$ cat src/rtl/wam_round_controller.sv
// Whack-a-mole round sequencer: gap/on timing, LFSR mole pick, hit judging, score/miss/round counts.
// Optional WAM_DEATHMATCH_EN adds a latched deathmatch input: a timeout or wrong hit ends the game.
module wam_round_controller #(
    parameter int unsigned NUM_MOLES = 9,
    parameter int unsigned TIMER_W   = 28,
    parameter int unsigned CNT_W     = 6
) (
    input  logic                 clk,
    input  logic                 reset,
    input  logic                 start,
    input  logic [7:0]           seed,
`ifdef WAM_DEATHMATCH_EN
    input  logic                 deathmatch,
`endif
    input  logic [TIMER_W-1:0]   time_between,
    input  logic [TIMER_W-1:0]   time_on,
    input  logic [CNT_W-1:0]     total_points,
    input  logic                 hit_valid,
    input  logic [3:0]           hit_idx,
    output logic [NUM_MOLES-1:0] lights,
    output logic [CNT_W-1:0]     score,
    output logic [CNT_W-1:0]     misses,
    output logic [CNT_W-1:0]     round_cnt,
    output logic                 hit_pulse,
    output logic                 miss_pulse,
    output logic                 game_over
);

    localparam logic [7:0] LFSR_INIT = 8'hA5;
    localparam logic [7:0] LFSR_TAPS = 8'hB8;  // x^8+x^6+x^5+x^4+1, right-shift Galois form

    typedef enum logic [1:0] {
        S_IDLE,
        S_GAP,
        S_ON,
        S_DONE
    } state_t;

    state_t               state_q, state_d;
    logic [TIMER_W-1:0]   timer_q, timer_d;
    logic [TIMER_W-1:0]   tb_q, tb_d;
    logic [TIMER_W-1:0]   ton_q, ton_d;
    logic [CNT_W-1:0]     tp_q, tp_d;
    logic                 dm_q, dm_d;
    logic [7:0]           lfsr_q, lfsr_d;
    logic [3:0]           idx_q, idx_d;
    logic [3:0]           prev_q, prev_d;
    logic [NUM_MOLES-1:0] lights_d;
    logic [CNT_W-1:0]     score_d, misses_d, round_d;
    logic                 hit_pulse_d, miss_pulse_d, game_over_d;

    logic [7:0]           lfsr_step;
    logic [3:0]           raw_idx, wrap_idx, pick_idx;
    logic                 hit_ok, timeout, wrong_end, round_end;

    function automatic logic [CNT_W-1:0] sat_inc(input logic [CNT_W-1:0] v);
        return (&v) ? v : v + CNT_W'(1);
    endfunction

    // Mole selection from the stepped LFSR, folded into range and never repeating the previous mole
    always_comb begin
        lfsr_step = {1'b0, lfsr_q[7:1]} ^ (lfsr_q[0] ? LFSR_TAPS : 8'h00);
        raw_idx   = lfsr_step[3:0];
        wrap_idx  = (raw_idx >= 4'(NUM_MOLES)) ? raw_idx - 4'(NUM_MOLES) : raw_idx;
        if (wrap_idx == prev_q)
            pick_idx = (wrap_idx == 4'(NUM_MOLES - 1)) ? 4'd0 : wrap_idx + 4'd1;
        else
            pick_idx = wrap_idx;
    end

    always_comb begin
        state_d      = state_q;
        timer_d      = timer_q;
        tb_d         = tb_q;
        ton_d        = ton_q;
        tp_d         = tp_q;
        dm_d         = dm_q;
        lfsr_d       = lfsr_q;
        idx_d        = idx_q;
        prev_d       = prev_q;
        lights_d     = lights;
        score_d      = score;
        misses_d     = misses;
        round_d      = round_cnt;
        hit_pulse_d  = 1'b0;
        miss_pulse_d = 1'b0;
        hit_ok       = hit_valid && (hit_idx == idx_q);
        timeout      = (timer_q == ton_q);
        wrong_end    = hit_valid && !hit_ok && dm_q;
        round_end    = 1'b0;

        case (state_q)
            S_GAP: begin
                if (timer_q == tb_q) begin
                    state_d  = S_ON;
                    timer_d  = '0;
                    lfsr_d   = lfsr_step;
                    idx_d    = pick_idx;
                    prev_d   = pick_idx;
                    lights_d = NUM_MOLES'(1) << pick_idx;
                end else begin
                    timer_d = timer_q + TIMER_W'(1);
                end
            end
            S_ON: begin
                // A correct hit wins over a timeout in the same cycle
                if (hit_ok) begin
                    score_d     = sat_inc(score);
                    hit_pulse_d = 1'b1;
                    round_end   = 1'b1;
                end else if (timeout || wrong_end) begin
                    misses_d     = sat_inc(misses);
                    miss_pulse_d = 1'b1;
                    round_end    = 1'b1;
                end else begin
                    timer_d = timer_q + TIMER_W'(1);
                end
                if (round_end) begin
                    round_d  = sat_inc(round_cnt);
                    lights_d = '0;
                    timer_d  = '0;
                    state_d  = (round_d == tp_q || (dm_q && !hit_ok)) ? S_DONE : S_GAP;
                end
            end
            default: ;
        endcase

        if (start) begin
            tb_d         = time_between;
            ton_d        = time_on;
            tp_d         = total_points;
`ifdef WAM_DEATHMATCH_EN
            dm_d         = deathmatch;
`else
            dm_d         = 1'b0;
`endif
            lfsr_d       = (seed == 8'h00) ? LFSR_INIT : seed;
            timer_d      = '0;
            score_d      = '0;
            misses_d     = '0;
            round_d      = '0;
            lights_d     = '0;
            hit_pulse_d  = 1'b0;
            miss_pulse_d = 1'b0;
            state_d      = (total_points == '0) ? S_DONE : S_GAP;
        end

        game_over_d = (state_d == S_DONE);
    end

    always_ff @(posedge clk) begin
        if (reset) begin
            state_q    <= S_IDLE;
            timer_q    <= '0;
            tb_q       <= '0;
            ton_q      <= '0;
            tp_q       <= '0;
            dm_q       <= 1'b0;
            lfsr_q     <= LFSR_INIT;
            idx_q      <= '0;
            prev_q     <= '0;
            lights     <= '0;
            score      <= '0;
            misses     <= '0;
            round_cnt  <= '0;
            hit_pulse  <= 1'b0;
            miss_pulse <= 1'b0;
            game_over  <= 1'b0;
        end else begin
            state_q    <= state_d;
            timer_q    <= timer_d;
            tb_q       <= tb_d;
            ton_q      <= ton_d;
            tp_q       <= tp_d;
            dm_q       <= dm_d;
            lfsr_q     <= lfsr_d;
            idx_q      <= idx_d;
            prev_q     <= prev_d;
            lights     <= lights_d;
            score      <= score_d;
            misses     <= misses_d;
            round_cnt  <= round_d;
            hit_pulse  <= hit_pulse_d;
            miss_pulse <= miss_pulse_d;
            game_over  <= game_over_d;
        end
    end

endmodule

$ cat config.mk
export PLATFORM = sky130hd
export DESIGN_NAME = wam_round_controller
export DESIGN_NICKNAME = d
export VERILOG_FILES = /design/src/rtl/wam_round_controller.sv
export SDC_FILE = /design/constraint.sdc
export NUM_CORES = 1
export LEC_CHECK = 0
export CORE_ASPECT_RATIO = 0.6
export CORE_MARGIN = 1
export CORE_UTILIZATION = 40
export DETAILED_ROUTE_END_ITERATION = 10
export GPL_TIMING_DRIVEN = 0
export SLEW_MARGIN = 20
export SYNTH_ARGS = -nofsm -noshare
export SYNTH_HDL_FRONTEND = slang
export SYNTH_SLANG_ARGS = --single-unit
$ cat constraint.sdc
create_clock -name clk -period 6.4 [get_ports clk]
set_input_delay 1.92 -clock clk [delete_from_list [all_inputs] [get_ports clk]]
set_output_delay 1.92 -clock clk [all_outputs]
set_load 0.02 [all_outputs]
Yosys cells after proc, flatten, opt, wreduce, memory -nomap -nowiden. Index checks and enable logic that the tools add are counted.

Add/subtract/negate cells: 6. Mux-type cells: 27. Reductions and logical operators: 19. Equal/unequal tests: 13. $lt $le $gt $ge: 1. Shift-type cells: 1. Bitwise logic cells: 5.

Operator list (number): $mux W28 (4); $eq A28 B28 Y1 (2); $pmux W28 S2 (1); $mux W8 (5); $add A28 B1 Y28 const B (1); $add A6 B1 Y6 const B (3); $mux W9 (2); $pmux W9 S2 (1); $reduce_and A6 Y1 (3); $mux W4 (3); $mux W2 (5); $reduce_and A3 Y1 (3); $shl A1 B4 Y9 const A (1); $eq A4 B4 Y1 (2); $logic_not A8 Y1 (1); $xor A7 B8 Y8 (1); $eq A6 B6 Y1 (1); $logic_not A6 Y1 (1); $mux W6 (1); $ne A3 B3 Y1 const B (2); $reduce_and A2 Y1 (3); $reduce_bool A2 Y1 (3); $add A4 B1 Y4 const B (1); $eq A2 B2 Y1 const B (2); 13 further kinds (20).

Output and inout port bits: 30. Word-level logic and storage cells: 86. Input bits: 78. Register bits: 134.

Longest topological paths before layout. Gate-level depths: netlist (run 1).

Depth after elaboration: 10. Gate-level depth with buffers: 9. Mapped depth without buffers: 9.

Worst setup path before layout (run 1). OpenSTA, ideal clock, no wires.

Path type: input port to flip-flop. From: input hit_idx[2]. To: register timer_q[20]. Required time: 6.279 ns. Arrival: 3.370 ns. Slack: 2.909 ns. Cell stages on the path: 7. Library setup time: 0.121 ns. Path buffers: 1. Cell sequence: xor2_1 -> nor4_1 -> inv_1 -> a21oi_2 -> buf_2 -> nor4b_1 -> mux2_2.

Cells in the longest elaborated chain, start to end: 6. Elaborated cells between the ends (all ways): 9. Those cells by class: eq/ne (3); mux (4); reduce/logical (2).

RTL lines: start: declaration (RTL line 19) `input logic [3:0] hit_idx,`; $eq A4 B4 Y1 (*) (RTL line 87) `hit_ok = hit_valid && (hit_idx == idx_q);`; $logic_and A1 B1 Y1 (*) (RTL line 87); $mux W1 (RTL line 107) `if (hit_ok) begin`; $mux W1 (RTL line 92) `case (state_q)`; $ne A3 B3 Y1 (no line) or $mux W28 (tied branches); $reduce_and A3 Y1 (no line) or $pmux W28 S2 (tied branches); end signal: assignment (RTL line 171) `timer_q <= timer_d;`; end: declaration (RTL line 40) `logic [TIMER_W-1:0] timer_q, timer_d;`.

Mark *: on every way between the ends. The rest lies on a longest branch, timed or not. The select of a mux whose other input is x is not followed. A chain may end at the register's enable or synchronous reset.

Worst setup path after layout (run 1).
From: input hit_idx[2]. To: register timer_q[19].

Same word-level chain as after synthesis.

==> results of run 1 <==
[cell families after synthesis]
kind of cell | share of synthesized area, %
simple gates | 20.8
flops | 37.6
compound gates | 13.8
xor+xnor | 11.4
buf+inv | 4.86
mux | 10.1
fa+ha+maj | 1.40
[state kept, by name (all words and copies together), names as in the netlist]
signal,cells
game_over,1
hit_pulse,1
lfsr_q,8
lights,9
miss_pulse,1
misses,6
prev_q,4
round_cnt,6
score,6
state_q,2
tb_q,28
timer_q,28
ton_q,28
tp_q,6
[where the power goes]
| part | switching [uW] | leakage, uW | internal, uW |
|---|---|---|---|
| logic | 121 | 0.00211 | 116 |
| registers | 26.4 | 0.00109 | 862 |
| clock network | 402 | 0.000273 | 577 |
| total | 549 | 0.00348 | 1560 |
[cells in the mapped netlist, drive strengths merged, types with 8 or more instances]
cell type	instances	share of area, %
clkbuf	33	1.8
a211o	9	1.1
ha	8	1.4
nand3	20	1.7
o21ai	12	0.89
buf	30	2.2
and3	9	0.79
inv	18	0.95
mux2i	70	9.8
dfxtp	134	38
nor3	19	1.4
nand2	71	3.8
nand4	15	1.4
a21oi	23	1.7
a22o	10	1.2
nor2	107	5.6
xor2	23	2.8
xnor2	69	8.6
nor4	15	1.8
[metrics by stage]
stage	hold WS, ns	instance area (sq um)
6_report	0.467	9060
5_1_grt	0.475	9060
4_1_cts	0.471	9060
3_5_place_dp	0.457	8480
3_3_place_gp	0.453	8480
2_1_floorplan	0.453	7130
[worst max-delay path, cell delays in order]
cell	delay, ns
clkdlybuf4s50_1	0.41
xor2_1	0.14
nor4_1	0.54
inv_1	0.26
a21oi_2	0.40
buf_2	0.34
nor3_1	0.11
a221o_1	0.27
[area by class of cell]
class	count	share of cell area [%]
Multi-Input combinational cell	595	45.3
Sequential cell	134	29.6
Timing Repair Buffer	105	11.6
Clock buffer	18	4.74
Tap cell	234	3.23
Buffer	63	3.08
Clock inverter	14	1.69
Inverter	18	0.746
[path summary, 6_finish.rpt]
| kind | cells past startpoint | end | start | slack [ns] |
|---|---|---|---|---|
| max | 8 | timer_q[19] | hit_idx[2] | 2.31 |
| min | 1 | lights[0] | lights[0] | 0.47 |
| min reg2reg | 1 | lights[0] | lights[0] | 0.47 |
| max reg2reg | 9 | timer_q[19] | timer_q[17] | 3.18 |
[routing by layer]
metal | GRT usage (%) | vias to the layer above | wire length (microns)
li1 | - | 3106 | -
met1 | 38.5 | 2933 | 11300
met2 | 28.3 | 251 | 7360
met3 | 5.41 | 24 | 1880
met4 | 5.83 | 0 | 234
met5 | 0 | - | 0
==> flow_metrics.py, run 1 <==
metrics = {
    "floorplan": {
        "pin_count": 108,
        "die_x_microns": 174,
        "rows": 37,
        "coreArea_sq_um": 17300,
        "die_y_microns": 105,
        "die_area_sq_um": 18400,
        "initial_core_util_pct": 41.3,
    },
    "drt": {
        "num_vias": 6314,
        "wl_per_cell_microns": 17.6,
        "firstDrtPassIters": 5,
        "route.detailed.drc": 0,
        "first_iter_violations": 594,
        "ant_nets": 0,
        "routed_via_density": 5.35,
        "routed_wl_microns": 20800,
    },
    "min_path": {
        "hold_path.class": "register to register",
    },
    "cells_and_area": {
        "final_cells": 1181,
        "antenna_cells": 0,
        "utilization_pct": 52.5,
        "final_cell_mix": "dfxtp_1, nor2_1, clkdlybuf4s50_1",
        "drive_gt1_share_pct": 8.66,
        "regArea_sq_um": 2680,
        "fin_nets": 1020,
        "multi_input_area_sq_um": 4100,
        "final_common_cell": "dfxtp_1",
        "fillers": 1601,
        "area_delta_synth_final_pct": 27.0,
    },
    "power": {
        "irDropWorstVdd_uv": 159,
        "p_leak_uw": 0.00348,
        "finalPower_uw": 2110,
        "power_density_nw_per_um2": 232,
    },
    "timing": {
        "rsz0062_at_grt": "no",
        "maxSlewViolCount": 0,
        "max_freq_mhz": 244,
        "setup_viol": 0,
        "relSlewSlack_pct": 37.6,
        "fin_ws_ns": 2.31,
        "fin_worst_skew_ns": 0.0162,
        "hold_violations": 0,
        "finalCritPeriodShare_pct": 64.0,
        "tns_ns": 0,
        "tightest_slew_ns": 0.935,
        "min_period_ns": 4.09,
    },
    "logic_synthesis": {
        "ys_ff_latch": 134,
        "synth_edf_count": 0,
        "synth_area_sq_um": 7130,
        "synth_ff_type": "dfxtp_1",
        "ys_seq_area_share_pct": 37.6,
        "synth.avg_cell_area_sq_um": 8.81,
        "synth_cells": 810,
        "ys_types": 81,
        "yosysWarnings": 0,
        "synth_nets": 896,
        "synthArstFlopShare_pct": 0,
    },
    "clocking": {
        "clock_path_buffers": 2,
        "cts_tree": "yes",
        "clk-insertion-delay-late_ns": 0.43,
        "post-cts-setup-buffers": 0,
        "numCtsBuffers": 17,
        "hold_buffers": 0,
        "cts_root_buffer": "clkbuf_16",
        "clkSlewWorstSetupHoldPaths_ns": 0.06,
        "clock-sinks": 134,
        "post_cts_resized": 0,
        "cts_max_level": 4,
    },
    "place": {
        "preCtsSetupSlack_ns": 1.84,
        "dp_hpwl_microns": 15500,
        "port_buffers": 105,
        "dp.cells": 1149,
        "finalWeightedCongestion": 0.878,
    },
    "run_status": {
        "outcome": "finished clean",
    },
    "setup_path": {
        "crit_fanout": 10,
        "required_ns": 6.71,
        "path_class": "primary input to register",
        "crit_arrival_ns": 4.40,
        "crit_path_start_kind": "primary input",
        "end_kind": "register",
    },
    "global_route": {
        "antenna_found_initial": 0,
        "grt_pass1_vias": 5855,
        "grt_overflow": 0,
        "grt_pass1_wl_microns": 33100,
        "grt_use_total_pct": 23.3,
        "grt_max_degree": 17,
    },
    "job": {
        "cap_viol_max_count": 0,
    },
}
Note: power is estimated with default switching activity, not from simulation.
==> inputs of run 2 (changes only) <==
- clock period: 6.4 -> 3.5 ns (I/O delays scaled with it)
==> results of run 2 <==
Same layout as run 1 (identical final DEF). Status: finished clean.
Main changes from that run: setup slack after placement 1.84 ns -> -0.190 ns; setup slack after layout 2.31 ns -> 0.276 ns; register-to-register setup slack 3.18 ns -> 0.28 ns; total power 2110 uW -> 3850 uW; worst IR drop on VDD 159 uV -> 292 uV
==> inputs of run 3 (changes only) <==
- SLEW_MARGIN: 20 -> unset
==> results of run 3 <==
Same layout as run 1 (identical final DEF). Status: finished clean.
Main changes from that run: setup slack after placement 1.84 ns -> -0.190 ns; setup slack after layout 2.31 ns -> 0.276 ns; register-to-register setup slack 3.18 ns -> 0.28 ns; total power 2110 uW -> 3850 uW; worst IR drop on VDD 159 uV -> 292 uV
